File: src/rtl/tl_mem_adapter.sv
// ---------------------------------------------------------------------------
// tl_mem_adapter
//
// TL-UL slave front-end placed directly upstream of tl_memory. Each accepted
// A-channel request (Get / PutFullData / PutPartialData) produces exactly one
// single-cycle memory read or write pulse. The adapter then waits for the
// matching completion pulse and answers with a D-channel AccessAck or
// AccessAckData. Only one transaction is in flight at a time; A and D never
// overlap.
//
// Optional feature macro: TL_MEM_ADAPTER_TIMEOUT_EN
//   When defined, a watchdog started in ISSUE and advanced in WAIT forces a
//   denied response after TIMEOUT_CYCLES cycles with no completion pulse.
//   When undefined, WAIT waits forever for completion.
//
// Widths: `TL_ADDR_BITS and `TL_DATA_BYTES normally come from tl_pkg.vh; the
// fallback values below keep this file self-contained when that header has
// not been included ahead of it.
//
// Ports
//   clk, rst                 clock, synchronous active-high reset
//   a_valid/a_ready          A-channel handshake (a_ready high only in IDLE)
//   a_opcode/size/source     request attributes (0=PutFull,1=PutPartial,4=Get)
//   a_address/mask/data      request address, byte enables, put data
//   d_valid/d_ready          D-channel handshake
//   d_opcode/size/source     response attributes (0=AccessAck,1=AccessAckData)
//   d_data/d_denied          read data and error flag
//   mem_write_*              write pulse, address, data, mask; write_ready in
//   mem_read_*               read pulse, address; read data + valid in
// ---------------------------------------------------------------------------
`ifndef TL_ADDR_BITS
`define TL_ADDR_BITS 32
`endif
`ifndef TL_DATA_BYTES
`define TL_DATA_BYTES 8
`endif

module tl_mem_adapter #(
  parameter int SOURCE_BITS    = 4,
  parameter int SIZE_BITS      = 3,
  parameter int TIMEOUT_CYCLES = 64
) (
  input  logic                          clk,
  input  logic                          rst,
  // A channel
  input  logic                          a_valid,
  output logic                          a_ready,
  input  logic [2:0]                    a_opcode,
  input  logic [SIZE_BITS-1:0]          a_size,
  input  logic [SOURCE_BITS-1:0]        a_source,
  input  logic [`TL_ADDR_BITS-1:0]      a_address,
  input  logic [`TL_DATA_BYTES-1:0]     a_mask,
  input  logic [`TL_DATA_BYTES*8-1:0]   a_data,
  // D channel
  output logic                          d_valid,
  input  logic                          d_ready,
  output logic [2:0]                    d_opcode,
  output logic [SIZE_BITS-1:0]          d_size,
  output logic [SOURCE_BITS-1:0]        d_source,
  output logic [`TL_DATA_BYTES*8-1:0]   d_data,
  output logic                          d_denied,
  // memory write port
  output logic                          mem_write_valid,
  output logic [`TL_ADDR_BITS-1:0]      mem_write_addr,
  output logic [`TL_DATA_BYTES*8-1:0]   mem_write_data,
  output logic [`TL_DATA_BYTES-1:0]     mem_write_mask,
  input  logic                          mem_write_ready,
  // memory read port
  output logic                          mem_read_valid,
  output logic [`TL_ADDR_BITS-1:0]      mem_read_addr,
  input  logic [`TL_DATA_BYTES*8-1:0]   mem_read_data,
  input  logic                          mem_read_data_valid
);

  localparam int AW = `TL_ADDR_BITS;
  localparam int DW = `TL_DATA_BYTES * 8;

  localparam logic [2:0] OP_PUT_FULL    = 3'd0;
  localparam logic [2:0] OP_PUT_PARTIAL = 3'd1;
  localparam logic [2:0] OP_GET         = 3'd4;
  localparam logic [2:0] D_ACK          = 3'd0;
  localparam logic [2:0] D_ACK_DATA     = 3'd1;

  typedef enum logic [1:0] {
    ST_IDLE  = 2'd0,
    ST_ISSUE = 2'd1,
    ST_WAIT  = 2'd2,
    ST_RESP  = 2'd3
  } state_t;

  state_t          state_r;
  logic [AW-1:0]   addr_r;
  logic            is_get_r;

`ifdef TL_MEM_ADAPTER_TIMEOUT_EN
  localparam int CW = (TIMEOUT_CYCLES < 2) ? 1 : $clog2(TIMEOUT_CYCLES + 1);
  logic [CW-1:0]   cnt_r;
`endif

  // Opcodes this adapter turns into a memory operation.
  function automatic logic opcode_supported(input logic [2:0] op);
    case (op)
      OP_PUT_FULL, OP_PUT_PARTIAL, OP_GET: opcode_supported = 1'b1;
      default:                             opcode_supported = 1'b0;
    endcase
  endfunction

  // Both memory ports see the address captured at the A fire.
  assign mem_write_addr = addr_r;
  assign mem_read_addr  = addr_r;

  // Request FSM with all outputs registered.
  always_ff @(posedge clk) begin
    if (rst) begin
      state_r         <= ST_IDLE;
      addr_r          <= {AW{1'b0}};
      is_get_r        <= 1'b0;
      a_ready         <= 1'b1;
      d_valid         <= 1'b0;
      d_opcode        <= 3'd0;
      d_size          <= {SIZE_BITS{1'b0}};
      d_source        <= {SOURCE_BITS{1'b0}};
      d_data          <= {DW{1'b0}};
      d_denied        <= 1'b0;
      mem_write_valid <= 1'b0;
      mem_write_data  <= {DW{1'b0}};
      mem_write_mask  <= {`TL_DATA_BYTES{1'b0}};
      mem_read_valid  <= 1'b0;
`ifdef TL_MEM_ADAPTER_TIMEOUT_EN
      cnt_r           <= {CW{1'b0}};
`endif
    end else begin
      // Memory strobes default low so they can never last beyond ISSUE;
      // tl_memory would treat a second high cycle as a new operation.
      mem_write_valid <= 1'b0;
      mem_read_valid  <= 1'b0;

      case (state_r)
        ST_IDLE: begin
          if (a_valid && a_ready) begin
            a_ready        <= 1'b0;
            addr_r         <= a_address;
            is_get_r       <= (a_opcode == OP_GET);
            d_size         <= a_size;
            d_source       <= a_source;
            d_data         <= {DW{1'b0}};
            d_denied       <= 1'b0;
            mem_write_data <= a_data;
            mem_write_mask <= a_mask;
            if (opcode_supported(a_opcode)) begin
              // Raise the strobe now so it is high for exactly the ISSUE cycle.
              state_r <= ST_ISSUE;
              if (a_opcode == OP_GET) begin
                mem_read_valid <= 1'b1;
              end else begin
                mem_write_valid <= 1'b1;
              end
            end else begin
              // Unsupported opcode: answer immediately, no memory access.
              state_r  <= ST_RESP;
              d_valid  <= 1'b1;
              d_opcode <= D_ACK;
              d_denied <= 1'b1;
            end
          end else begin
            state_r <= ST_IDLE;
          end
        end

        ST_ISSUE: begin
          state_r <= ST_WAIT;
`ifdef TL_MEM_ADAPTER_TIMEOUT_EN
          // The ISSUE cycle is the first counted cycle.
          cnt_r   <= {{(CW-1){1'b0}}, 1'b1};
`endif
        end

        ST_WAIT: begin
          // Only the completion kind matching the request is honoured.
          if (is_get_r && mem_read_data_valid) begin
            state_r  <= ST_RESP;
            d_valid  <= 1'b1;
            d_opcode <= D_ACK_DATA;
            d_data   <= mem_read_data;
          end else if (!is_get_r && mem_write_ready) begin
            state_r  <= ST_RESP;
            d_valid  <= 1'b1;
            d_opcode <= D_ACK;
`ifdef TL_MEM_ADAPTER_TIMEOUT_EN
          end else if (cnt_r >= CW'(TIMEOUT_CYCLES - 1)) begin
            // Watchdog expiry: denied response, opcode still follows the request.
            state_r  <= ST_RESP;
            d_valid  <= 1'b1;
            d_opcode <= is_get_r ? D_ACK_DATA : D_ACK;
            d_data   <= {DW{1'b0}};
            d_denied <= 1'b1;
          end else begin
            cnt_r <= cnt_r + {{(CW-1){1'b0}}, 1'b1};
`else
          end else begin
            state_r <= ST_WAIT;
`endif
          end
        end

        ST_RESP: begin
          // d_* stay frozen until the response is taken.
          if (d_ready) begin
            state_r <= ST_IDLE;
            d_valid <= 1'b0;
            a_ready <= 1'b1;
          end else begin
            state_r <= ST_RESP;
          end
        end

        default: begin
          state_r <= ST_IDLE;
          d_valid <= 1'b0;
          a_ready <= 1'b1;
        end
      endcase
    end
  end

endmodule

File: config.mk
export PLATFORM = sky130hd
export DESIGN_NAME = tl_mem_adapter
export DESIGN_NICKNAME = d
export VERILOG_FILES = /design/src/rtl/tl_mem_adapter.sv
export SDC_FILE = /design/constraint.sdc
export NUM_CORES = 1
export LEC_CHECK = 0
export CAP_MARGIN = 20
export CELL_PAD_IN_SITES_DETAIL_PLACEMENT = 1
export CELL_PAD_IN_SITES_GLOBAL_PLACEMENT = 2
export CORE_ASPECT_RATIO = 0.9
export CORE_MARGIN = 2
export CORE_UTILIZATION = 18
export DETAILED_ROUTE_END_ITERATION = 16
export PLACE_DENSITY = 0.74
export SYNTH_ARGS = -nofsm -noshare
export SYNTH_HDL_FRONTEND = slang
export SYNTH_SLANG_ARGS = --single-unit
File: constraint.sdc
create_clock -name clk -period 1.3 [get_ports clk]
set_clock_uncertainty 0.05 [all_clocks]
set_input_delay 0.195 -clock clk [delete_from_list [all_inputs] [get_ports clk]]
set_output_delay 0.195 -clock clk [all_outputs]
set_load 0.02 [all_outputs]
After elaboration in Yosys (flattened, before gate mapping)
Index checks and enable logic that the tools add are counted.
{ "totals": {"in_bits": 184, "wordCells": 73, "output_inout_bits": 215, "reg_bits": 186} }
{ "classes": {"eq_ne": 10, "bitwise": 3, "mux": 30, "reduce_logical": 16} }
{ "ops": {"columns": ["op", "count"], "rows": [
  ["$mux 64", 2],
  ["$pmux 64 s2", 1],
  ["$mux 1", 16],
  ["$mux 3", 4],
  ["$ne 2x2->1 const B", 4],
  ["$pmux 2 s4", 1],
  ["$mux 2", 3],
  ["$pmux 3 s2", 1],
  ["$reduce_and 3->1", 2],
  ["$reduce_and 5->1", 1],
  ["$eq 2x2->1 const B", 2],
  ["$reduce_and 4->1", 1],
  ["$reduce_bool 2->1", 2],
  ["$reduce_or 4->1", 1],
  ["$eq 3x1->1 const B", 1],
  ["$eq 3x3->1 const B", 1],
  ["$logic_and 1x1->1", 3],
  ["$logic_not 3->1", 1],
  ["$ne 3x3->1 const B", 1],
  ["$not 1->1", 3],
  ["$pmux 1 s3", 1],
  ["$reduce_bool 3->1", 1],
  ["$reduce_or 3->1", 1],
  ["$eq 2x1->1 const B", 1],
  ["4 further kinds", 4]
]} }

Longest topological paths before layout
Gate-level depths: netlist of the first run.
{ "depth": {"ltp_word": 9, "mapped_depth": 6, "depth_no_buf": 3} }

Worst setup path before layout of the first run
OpenSTA, ideal clock, no wires.
{ "synth_path": {"kind": "reg-to-reg", "from": "reg a_ready", "to": "reg mem_write_data[38]", "n_path_buf": 3, "arrival_time_ps": 1202, "stages_incl_launch_ff": 7, "setup_ps": 132, "period_less_slack_ps": 1384, "path_slack_ps": -84, "required_time_ps": 1118, "cell_sequence": "dfxtp_1 -> nand4bb_1 -> buf_2 -> buf_4 -> buf_2 -> nand2_1 -> a21oi_1"} }
{ "synth_via": {"elab_chain_cells": 2} }
{ "synth_rtl": {"columns": ["element", "line", "rtl"], "rows": [
  ["start, declared", "47", "output logic a_ready,"],
  ["start signal, assigned", "118", "a_ready <= 1'b1;"],
  ["start signal, assigned", "141", "a_ready <= 1'b0;"],
  ["start signal, assigned", "211", "a_ready <= 1'b1;"],
  ["$logic_and 1x1->1", "140", "if (a_valid && a_ready) begin"],
  ["$reduce_and 2->1 (no source line)", null, null],
  ["end signal, assigned", "126", "mem_write_data <= {DW{1'b0}};"],
  ["end signal, assigned", "148", "mem_write_data <= a_data;"],
  ["end, declared", "65", "output logic [`TL_DATA_BYTES*8-1:0] mem_write_data,"]
]} }
Every way passes these cells.
A chain may end at the register's enable or synchronous reset.

Worst setup path after layout of the first run
{ "layout_path": {"from": "reg state_r[1]", "to": "reg d_data[5]"} }
{ "layout_via": {"elab_chain_cells": 3, "elab_cells_between_ends": 7, "classes_between": "3 x eq/ne; 1 x mux; 3 x reduce/logical"} }
{ "layout_rtl": {"columns": ["element", "line", "rtl"], "rows": [
  ["start, declared", "91", "state_t state_r;"],
  ["start signal, assigned", "115", "state_r <= ST_IDLE;"],
  ["start signal, assigned", "152", "state_r <= ST_ISSUE;"],
  ["start signal, assigned", "160", "state_r <= ST_RESP;"],
  ["$eq 2x2->1 / $logic_not 2->1 (equally long branches)", "138", "case (state_r)"],
  ["$ne 2x2->1 (no source line) / $reduce_bool 2->1 (equally long branches)", null, null],
  ["$reduce_and 3->1 (no source line)", null, null],
  ["end signal, assigned", "123", "d_data <= {DW{1'b0}};"],
  ["end signal, assigned", "146", "d_data <= {DW{1'b0}};"],
  ["end signal, assigned", "184", "d_data <= mem_read_data;"],
  ["end, declared", "60", "output logic [`TL_DATA_BYTES*8-1:0] d_data,"]
]} }
Parallel ways exist; a longest one is shown, timed or not.

==> results.sh, run 1 <==
export IMPL_status="complete, but fails checks"
export IMPL_violations="setup timing"
export IMPL_cts_buffers=17
export IMPL_fin_area_um2=12200
export IMPL_yosysUniqueCellTypes=31
export IMPL_synth_seq_cells=184
export IMPL_cp_max_fo=20
export IMPL_holdPathStages=3
export IMPL_hold_class="input pin to flip-flop"
export IMPL_irDropWorstVdd_mv=0.837
export IMPL_fmax_mhz=712
export IMPL_rows=69
export IMPL_place_area_um2=11800
export IMPL_dpl_cell_count=1729
export IMPL_clockBufferDepth=2
export IMPL_postCtsHoldBufs=0
export IMPL_cts_root_buf="clkbuf_16"
export IMPL_finalSetupTns_ns=-11.30
export IMPL_final_cells=1783
export IMPL_internal_power_w=0.0112
export IMPL_synthTopCellsByCount="316 x nand2_1, 184 x dfxtp_1, 116 x a21oi_1"
export IMPL_reg2reg_slack_ns=-0.10
export IMPL_synth_cells=840
export IMPL_initial_utilization_pct=18.1
export IMPL_required_ns=1.63
export IMPL_netlist_area_leader_share_pct=51.7
export IMPL_place_hpwl_um=20800
export IMPL_slew_violations=0
export IMPL_die_h_um=193
export IMPL_pwr_share_seq_pct=39.0
export IMPL_crit_start="state_r[1]"
export IMPL_grt_pass1_vias=7109
export IMPL_htreeDepth=4
export IMPL_cts_tree="done"
export IMPL_route_detailed_drc=0
export IMPL_avgRoutedWirePerCell_um=16.7
export IMPL_hold_path_startpoint="rst"
export IMPL_hold_viol=0
export IMPL_dieWidth_um=214
export IMPL_reg2reg_depth=5
export IMPL_p_comb_share_pct=25.7
export IMPL_area_growth_pct=71.9
export IMPL_p_sw_w=0.00482
export IMPL_grt_start_max_net_pins=50
export IMPL_grt_ovfl_total=0
export IMPL_p_sw_share_pct=30.1
export IMPL_synthFlopType="dfxtp_1"
export IMPL_yosys_warnings=0
export IMPL_timing_final_crit_period_ns=1.40
export IMPL_rsz0062_at_grt="yes"
export IMPL_synthesis_area_um2=7120
export IMPL_track_usage_pct=13.5
export IMPL_drtIter0Drc=164
export IMPL_synth_edf_count=0
export IMPL_pin_count=399
export IMPL_clkTransAtPathRegs_ns=0.07
export IMPL_firstDrtPassIters=4
export IMPL_design_core_area_um2=39300
export IMPL_synth_most_common_cell="nand2_1"
export IMPL_pwr_share_clk_pct=35.4
export IMPL_reg2reg_from="state_r[1]"
export IMPL_wl_um=29800
export IMPL_clk_latency_ns=0.46
export IMPL_crit_path_end_kind="flip-flop"
export IMPL_port_buffers=396
export IMPL_nets=1421
export IMPL_drive_above_1_share_pct=32.2
export IMPL_leakagePower_nw=5.40
export IMPL_worstSetupPathType="flip-flop to flip-flop"
export IMPL_cp_arrival_ns=1.74
export IMPL_gp_congestion=0.704
export IMPL_async_reset_ff_share_pct=0
export IMPL_crit_path_start_kind="flip-flop"
export IMPL_grt_first_pass_wirelength_um=41900
export IMPL_viasPerCell=4.01
export IMPL_cts_sinks=184
export IMPL_antenna_found_initial=0
export IMPL_pre_cts_ws_ns=-0.453
export IMPL_dieArea_um2=41200
export IMPL_worst_slack_ns=-0.104
export IMPL_drt_antenna_violating_nets=0
export IMPL_synth_area_top_cells="dfxtp_1 52%, nand2_1 17%, mux2i_1 9.0%"
export IMPL_synth_top_cell_by_area="dfxtp_1"
export IMPL_powerDensity_nw_per_um2=1310
export IMPL_yosysSeqAreaShare_pct=51.7
export IMPL_route_vias_total=7148
export IMPL_avgSynthCellArea_um2=8.48
export IMPL_maxCapViolations=0
export IMPL_min_period_over_period_pct=108
export IMPL_setup_viol=179
## metal layers
| metal | global-route usage, % | part of all wire (%) |
|---|---|---|
| met1 | 16.1 | 43 |
| met2 | 22.2 | 48 |
| met3 | 5.00 | 7.0 |
| met4 | 5.18 | 2.0 |
| met5 | 0 | 0 |
## path summary, 6_finish.rpt
kind | to
worst max-delay path | d_data[5]
worst min-delay path | d_opcode[0]
worst max register to register | d_data[5]
worst min register to register | mem_write_data[40]
## what timing repair did
item / CTS / global route
gates cloned: 3 / 12
gates resized for setup: 901 / 91
endpoints found under the setup margin: 390 / 221
pin swaps: 0 / 19
setup buffers: 3 / 3
## cells by family after synthesis
kind of cell    after synthesis  synth area share (%)
buf+inv                      95                  8.29
other cells                   1                0.0527
flops                       184                  51.7
simple gates                371                  21.7
mux                          65                  9.15
compound gates              124                  9.05
## placed cells by master (no fill, tap or decap), types with 3 or more instances in the layout
master and n:
buf_2 192, nand2_2 27, buf_12 17, clkbuf_8 3, buf_4 48, nand3b_1 3, clkinv_4 3, dfxtp_1 176
bufinv_16 3, inv_6 3, buf_16 5, a21oi_1 92, a21oi_2 24, nand2_1 277, clkbuf_16 27, buf_6 16
nand2_4 12, dfxtp_2 6, mux2i_1 64, clkdlybuf4s50_1 182, nand2b_1 40
## power groups by stage
stage                     combinational (W)  sequential [W]  clock [W]
after detailed placement            0.00391         0.00638          0
after global placement              0.00388         0.00636          0
final                               0.00412         0.00626    0.00567
after global routing                0.00443         0.00631    0.00612
after CTS                           0.00371         0.00624    0.00590
after floorplan                     0.00140         0.00678          0
## area by class of cell
class                      count  area [µm²]
antenna                        1        2.50
inverter                       1        3.75
clock buffer                  20         467
tap                          532         666
timing repair buffer         471        4070
multi-input combinational    562        3170
fill                        4626       27000
sequential                   184        3700
clock inverter                12         163
## state kept, by name (all words and copies together), names as in the netlist
register,flops
mem_read_addr,32
mem_write_valid,1
mem_read_valid,1
d_source,4
d_size,3
mem_write_data,64
d_data,64
d_opcode,1
a_ready,1
d_valid,1
d_denied,1
mem_write_mask,8
state_r,2
is_get_r,1
## metrics by stage
stage / util (%) / power [W] / hold WS (ns)
2_1_floorplan: - / 0.00818 / 0.222
3_3_place_gp: 30.0 / 0.0102 / 0.391
3_5_place_dp: 30.0 / 0.0103 / 0.397
4_1_cts: 29.5 / 0.0158 / 0.0421
5_1_grt: 31.2 / 0.0169 / 0.0746
6_report: 31.2 / 0.0161 / 0.0821
## critical path: stages, from the launching register on
cell	delay, ns
dfxtp_4	0.37
buf_4	0.14
nand3_2	0.07
a21o_4	0.25
buf_12	0.22
mux2i_1	0.20
No activity file was read; power rests on OpenSTA's default activity.
==> run 2, diff against run 1 <==
==> constraint.sdc (replaced) <==
create_clock -name clk -period 1.15 [get_ports clk]
set_clock_uncertainty 0.05 [all_clocks]
set_input_delay 0.1725 -clock clk [delete_from_list [all_inputs] [get_ports clk]]
set_output_delay 0.1725 -clock clk [all_outputs]
set_load 0.02 [all_outputs]
==> results.sh, run 2 (synthesis gave the netlist of run 1 again) <==
export IMPL_rows=69
export IMPL_avgRoutedWirePerCell_um=16.9
export IMPL_powerDensity_nw_per_um2=1320
export IMPL_worstSetupPathType="flip-flop to flip-flop"
export IMPL_grt_start_max_net_pins=53
export IMPL_gp_congestion=0.709
export IMPL_internal_power_w=0.0130
export IMPL_initial_utilization_pct=18.1
export IMPL_status="complete, but fails checks"
export IMPL_p_sw_w=0.00563
export IMPL_crit_slowest_cell="and4bb_4"
export IMPL_cts_tree="done"
export IMPL_place_hpwl_um=21400
export IMPL_clkTransAtPathRegs_ns=0.07
export IMPL_required_ns=1.49
export IMPL_grt_first_pass_wirelength_um=42400
export IMPL_nets=1464
export IMPL_pwr_share_seq_pct=38.8
export IMPL_drive_above_1_share_pct=50.9
export IMPL_postCtsHoldBufs=0
export IMPL_cp_arrival_ns=1.78
export IMPL_slew_violations=0
export IMPL_use_met3_pct=4.74
export IMPL_crit_path_start_kind="flip-flop"
export IMPL_irDropWorstVdd_mv=0.921
export IMPL_rsz0062_at_grt="yes"
export IMPL_hold_viol=0
export IMPL_track_usage_pct=13.6
export IMPL_wl_um=30800
export IMPL_timing_final_crit_period_ns=1.44
export IMPL_cts_buffers=17
export IMPL_dieWidth_um=214
export IMPL_fmax_mhz=696
export IMPL_area_growth_pct=99.1
export IMPL_leakagePower_nw=5.97
export IMPL_drt_antenna_violating_nets=0
export IMPL_final_cell_mix="258 x nand2_1, 200 x buf_6, 182 x clkdlybuf4s50_1"
export IMPL_busiest_layer="met2"
export IMPL_viasPerCell=4.00
export IMPL_cts_sinks=184
export IMPL_place_area_um2=12000
export IMPL_crit_path_end_kind="flip-flop"
export IMPL_multi_input_area_um2=3420
export IMPL_min_period_over_period_pct=125
export IMPL_gr_usage_met1_pct=15.7
export IMPL_final_cells=1826
export IMPL_pin_count=399
export IMPL_pre_cts_ws_ns=-0.574
export IMPL_p_comb_share_pct=29.4
export IMPL_antenna_found_initial=1
export IMPL_hold_class="input pin to flip-flop"
export IMPL_dieArea_um2=41200
export IMPL_design_core_area_um2=39300
export IMPL_cts_root_buf="clkbuf_16"
export IMPL_regArea_um2=3910
export IMPL_worst_slack_ns=-0.287
export IMPL_slowest_delay_ns=0.42
export IMPL_fillCellCount=4427
export IMPL_drtIter0Drc=205
export IMPL_clockBufferDepth=2
export IMPL_firstDrtPassIters=4
export IMPL_grt_pass1_vias=7505
export IMPL_port_buffers=396
export IMPL_maxCapViolations=0
export IMPL_totalPowerFinal_w=0.0187
export IMPL_dpl_cell_count=1745
export IMPL_fin_area_um2=14200
export IMPL_die_h_um=193
export IMPL_cp_max_fo=6
export IMPL_route_vias_total=7310
export IMPL_cpMostUsedCell="clkbuf_16"
export IMPL_p_sw_share_pct=30.1
export IMPL_grt_ovfl_total=0
export IMPL_mostFrequentLayoutCell="nand2_1"
export IMPL_route_detailed_drc=0
export IMPL_pwr_share_clk_pct=31.8
export IMPL_path_cells="and4bb_4 > clkbuf_16 > clkbuf_16 > nand2_2 > a21oi_2"
export IMPL_violations="setup timing"
export IMPL_use_met2_pct=23.5
export IMPL_htreeDepth=4
export IMPL_clk_latency_ns=0.46
export IMPL_setup_viol=255
==> run 2: cell types whose count changed in the layout (fill, tap and decap cells not counted), moves of 19 or more <==
cell     delta
buf_2     -192
dfxtp_1   -170
dfxtp_2   +169
nand2_1    -19
buf_4      +45
a21oi_2    +28
nand2_4    +26
buf_6     +184
a21oi_1    -28
==> run 2: metrics by stage <==
stage | setup TNS [ns] | hold slack (ns) | utilization (%)
2_1_floorplan | -9.60 | 0.199 | -
3_3_place_gp | -97.07 | 0.389 | 30.4
3_5_place_dp | -99.81 | 0.396 | 30.4
4_1_cts | -43.08 | 0.0750 | 33.6
5_1_grt | -61.71 | 0.0988 | 36.1
6_report | -41.25 | 0.104 | 36.1
==> run 2: layout make-up <==
cell class	count	area share, %
Inverter	1	0.0265
Clock inverter	10	0.662
Timing Repair Buffer	514	39.4
Antenna cell	1	0.0176
Multi-Input combinational cell	562	24.1
Tap cell	532	4.69
Clock buffer	22	3.42
Sequential cell	184	27.6
==> run 2: worst max-delay path: cells and delay by family (launching register included) <==
family / cells / cell delay, ns
AO/OA/AOI/OAI: 1 / 0.11
buffers and inverters: 2 / 0.38
flip-flops: 1 / 0.33
AND/OR/NAND/NOR: 2 / 0.48
==> run 2: final timing paths <==
kind | start | end | slack, ns | cells past startpoint
hold reg to reg | d_source[2] | d_source[2] | 0.41 | 2
setup / recovery | state_r[0] | mem_write_mask[4] | -0.29 | 5
setup reg to reg | state_r[0] | mem_write_mask[4] | -0.29 | 5
hold / removal | rst | is_get_r | 0.10 | 3
==> run 2: metal layers <==
| layer | vias up | share of wire, % |
|---|---|---|
| li1 | 3560 | - |
| met1 | 3534 | 42 |
| met2 | 192 | 51 |
| met3 | 24 | 6.3 |
| met4 | 0 | 1.6 |
| met5 | - | 0 |
==> run 2: power by group through the flow <==
stage                     Sequential, W  Combinational, W  Clock [W]
final                           0.00725           0.00549    0.00593
after global placement          0.00718           0.00443          0
after global routing            0.00730           0.00586    0.00638
after detailed placement        0.00721           0.00448          0
after CTS                       0.00722           0.00468    0.00618
after floorplan                 0.00767           0.00168          0
==> run 2: timing repair <==
action / 4_1_cts / 5_1_grt
endpoints found under the setup margin: 395 / 396
resized for setup: 1412 / 172
setup buffers: 28 / 7
cloned: 0 / 13
pin swaps: 13 / 56
==> run 3, diff against run 2 <==
--- a/config.mk
+++ b/config.mk
@@ -5,14 +5,15 @@
 export SDC_FILE = /design/constraint.sdc
 export NUM_CORES = 1
 export LEC_CHECK = 0
+export ABC_AREA = 1
 export CAP_MARGIN = 20
 export CELL_PAD_IN_SITES_DETAIL_PLACEMENT = 1
 export CELL_PAD_IN_SITES_GLOBAL_PLACEMENT = 2
 export CORE_ASPECT_RATIO = 0.9
 export CORE_MARGIN = 2
-export CORE_UTILIZATION = 18
+export CORE_UTILIZATION = 17
 export DETAILED_ROUTE_END_ITERATION = 16
-export PLACE_DENSITY = 0.74
+export PLACE_DENSITY = 0.73
 export SYNTH_ARGS = -nofsm -noshare
 export SYNTH_HDL_FRONTEND = slang
 export SYNTH_SLANG_ARGS = --single-unit
==> results.sh, run 3 <==
export IMPL_drive_above_1_share_pct=44.0
export IMPL_gp_congestion=0.770
export IMPL_path_cells="nor2_4 > nand2_4 > nand2_4 > inv_8 > clkbuf_16 > a21oi_1 > nor2_1"
export IMPL_synthFlopType="dfxtp_1"
export IMPL_synth_edf_count=0
export IMPL_cpMostUsedCell="nand2_4"
export IMPL_route_vias_total=7372
export IMPL_hold_path_startpoint="mem_read_data[2]"
export IMPL_firstDrtPassIters=4
export IMPL_irDropWorstVdd_mv=0.814
export IMPL_cp_arrival_ns=1.72
export IMPL_leakagePower_nw=5.41
export IMPL_slew_violations=0
export IMPL_fin_area_um2=13300
export IMPL_crit_start="state_r[1]"
export IMPL_viasPerCell=4.08
export IMPL_crit_slowest_cell="dfxtp_4"
export IMPL_cp_buffers_inverters=2
export IMPL_powerDensity_nw_per_um2=1620
export IMPL_cp_max_fo=11
export IMPL_avgRoutedWirePerCell_um=17.1
export IMPL_place_hpwl_um=21000
export IMPL_yosysUniqueCellTypes=21
export IMPL_cts_tree="done"
export IMPL_final_cell_mix="264 x nor2_1, 207 x buf_6, 183 x clkdlybuf4s50_1"
export IMPL_antenna_found_initial=0
export IMPL_status="complete, but fails checks"
export IMPL_grt_ovfl_total=0
export IMPL_crit_path_end_kind="flip-flop"
export IMPL_synthesis_area_um2=6750
export IMPL_synth_top_cell_by_area="dfxtp_1"
export IMPL_reg2reg_from="state_r[1]"
export IMPL_synth_cells=861
export IMPL_slowest_delay_ns=0.37
export IMPL_dieWidth_um=214
export IMPL_mostFrequentLayoutCell="nor2_1"
export IMPL_clk_latency_ns=0.46
export IMPL_nets=1451
export IMPL_reg2reg_to="d_data[9]"
export IMPL_required_ns=1.45
export IMPL_place_area_um2=11500
export IMPL_reg2reg_depth=7
export IMPL_reg2reg_slack_ns=-0.27
export IMPL_netlist_area_leader_share_pct=54.6
export IMPL_hold_viol=0
export IMPL_yosys_warnings=0
export IMPL_drt_antenna_violating_nets=0
export IMPL_avgSynthCellArea_um2=7.84
export IMPL_min_period_over_period_pct=123
export IMPL_async_reset_ff_share_pct=0
export IMPL_route_detailed_drc=0
export IMPL_finalCoreUtilization_pct=33.7
export IMPL_synth_most_common_cell="nor2_1"
export IMPL_rsz0062_at_grt="yes"
export IMPL_worstSetupPathType="flip-flop to flip-flop"
export IMPL_hold_class="input pin to flip-flop"
export IMPL_grt_first_pass_wirelength_um=44500
export IMPL_drtIter0Drc=261
export IMPL_yosysSeqAreaShare_pct=54.6
export IMPL_area_growth_pct=96.6
export IMPL_cts_buffers=17
export IMPL_grt_pass1_vias=7510
export IMPL_initial_utilization_pct=17.1
export IMPL_timing_final_crit_period_ns=1.42
export IMPL_track_usage_pct=14.1
export IMPL_crit_family="simple AND/OR/NAND/NOR gates"
export IMPL_cts_root_buf="clkbuf_16"
export IMPL_min_to="d_data[2]"
export IMPL_worst_slack_ns=-0.269
export IMPL_crit_path_start_kind="flip-flop"
export IMPL_cts_sinks=184
export IMPL_antenna_diode_count=0
export IMPL_rows=69
export IMPL_clkTransAtPathRegs_ns=0.07
export IMPL_setup_viol=251
export IMPL_design_core_area_um2=39400
export IMPL_synth_area_top_cells="dfxtp_1 55%, nor2_1 15%, o21ai_0 10%"
export IMPL_grt_start_max_net_pins=42
export IMPL_maxCapViolations=0
export IMPL_violations="setup timing"
export IMPL_port_buffers=396
export IMPL_dieArea_um2=41300
export IMPL_htreeDepth=4
export IMPL_synthTopCellsByCount="269 x nor2_1, 184 x dfxtp_1, 140 x o21ai_0"
export IMPL_pin_count=399
export IMPL_fillCellCount=4537
export IMPL_synth_seq_cells=184
export IMPL_holdPathStages=3
export IMPL_wl_um=30900
export IMPL_clockBufferDepth=2
export IMPL_die_h_um=193
export IMPL_fmax_mhz=705
-- run 3: cell types whose count changed after synthesis, sizes merged, moves of 11 or more --
cell	previous run	this run
nor2	1	270
nand3	2	30
inv	0	11
clkbuf	17	33
mux2i	64	0
o21ai	0	152
nand2	316	42
buf	77	64
a21oi	116	70
nand2b	40	0
-- run 3: how the worst max path moves through the flow --
stage,endpoint,slack (ns),depth (start not counted)
after global routing,d_data[9],-0.38,7
after CTS,mem_read_addr[28],-0.25,7
after global placement,mem_read_addr[13],-0.64,9
after detailed placement,mem_write_data[37],-0.63,8
final,d_data[9],-0.27,7
after floorplan,d_data[36],-0.06,7
-- run 3: per-stage QoR --
stage / hold WS [ns] / worst slack (ns) / power [W] / setup TNS (ns) / std cells
floorplan: 0.212 / -0.0637 / 0.0110 / -6.08 / 862
global placement: 0.396 / -0.639 / 0.0142 / -100.14 / 1759
detailed placement: 0.409 / -0.633 / 0.0143 / -104.52 / 1759
CTS: 0.187 / -0.248 / 0.0213 / -43.77 / 1799
global route: 0.214 / -0.380 / 0.0226 / -58.47 / 1808
finish: 0.229 / -0.269 / 0.0215 / -34.56 / 1808
-- run 3: area by class of cell --
cell class | instances | area (µm²) | share of cell area, %
repair buffers | 482 | 5320 | 40.1
flip-flops and latches | 184 | 3930 | 29.6
multi-input cells | 569 | 2700 | 20.3
well taps | 532 | 666 | 5.02
clock buffers | 21 | 472 | 3.55
clock inverters | 7 | 95.1 | 0.717
inverters | 12 | 71.3 | 0.537
repair inverters | 1 | 16.3 | 0.123
-- run 3: worst min-delay path, cell delays in order --
cell             delay, ns
clkdlybuf4s50_1       0.40
nand3_1               0.08
a21oi_1               0.05
-- run 3: routing by layer --
metal  track usage (%)  wire, µm  vias to the layer above
li1                  -         -                     3583
met1              16.1     13100                     3532
met2              24.6     15100                      229
met3              5.15      2080                       28
met4              4.86       537                        0
met5                 0         0                        -
-- run 3: repair_timing --
| item | in CTS | in global routing |
|---|---|---|
| gates resized for setup | 1463 | 96 |
| hold buffers | 0 | 0 |
| setup endpoints to repair | 395 | 397 |
| cloned | 3 | 8 |
| setup buffers | 9 | 3 |
| pin swaps | 5 | 14 |
-- run 3: cells by family after synthesis --
| kind of cell | after synthesis | share of synthesized area, % |
|---|---|---|
| DFF | 184 | 54.6 |
| buffers and inverters | 109 | 8.95 |
| other | 1 | 0.0555 |
| AOI/OAI and AO/OA | 223 | 16.6 |
| and+or+nand+nor | 344 | 19.9 |
-- run 3: where the power goes --
| group | switching, W | leakage, nW | internal [W] |
|---|---|---|---|
| Clock | 0.00268 | 0.277 | 0.00335 |
| Combinational | 0.00370 | 3.55 | 0.00378 |
| Sequential | 0.000643 | 1.58 | 0.00733 |
| Total | 0.00703 | 5.41 | 0.0145 |
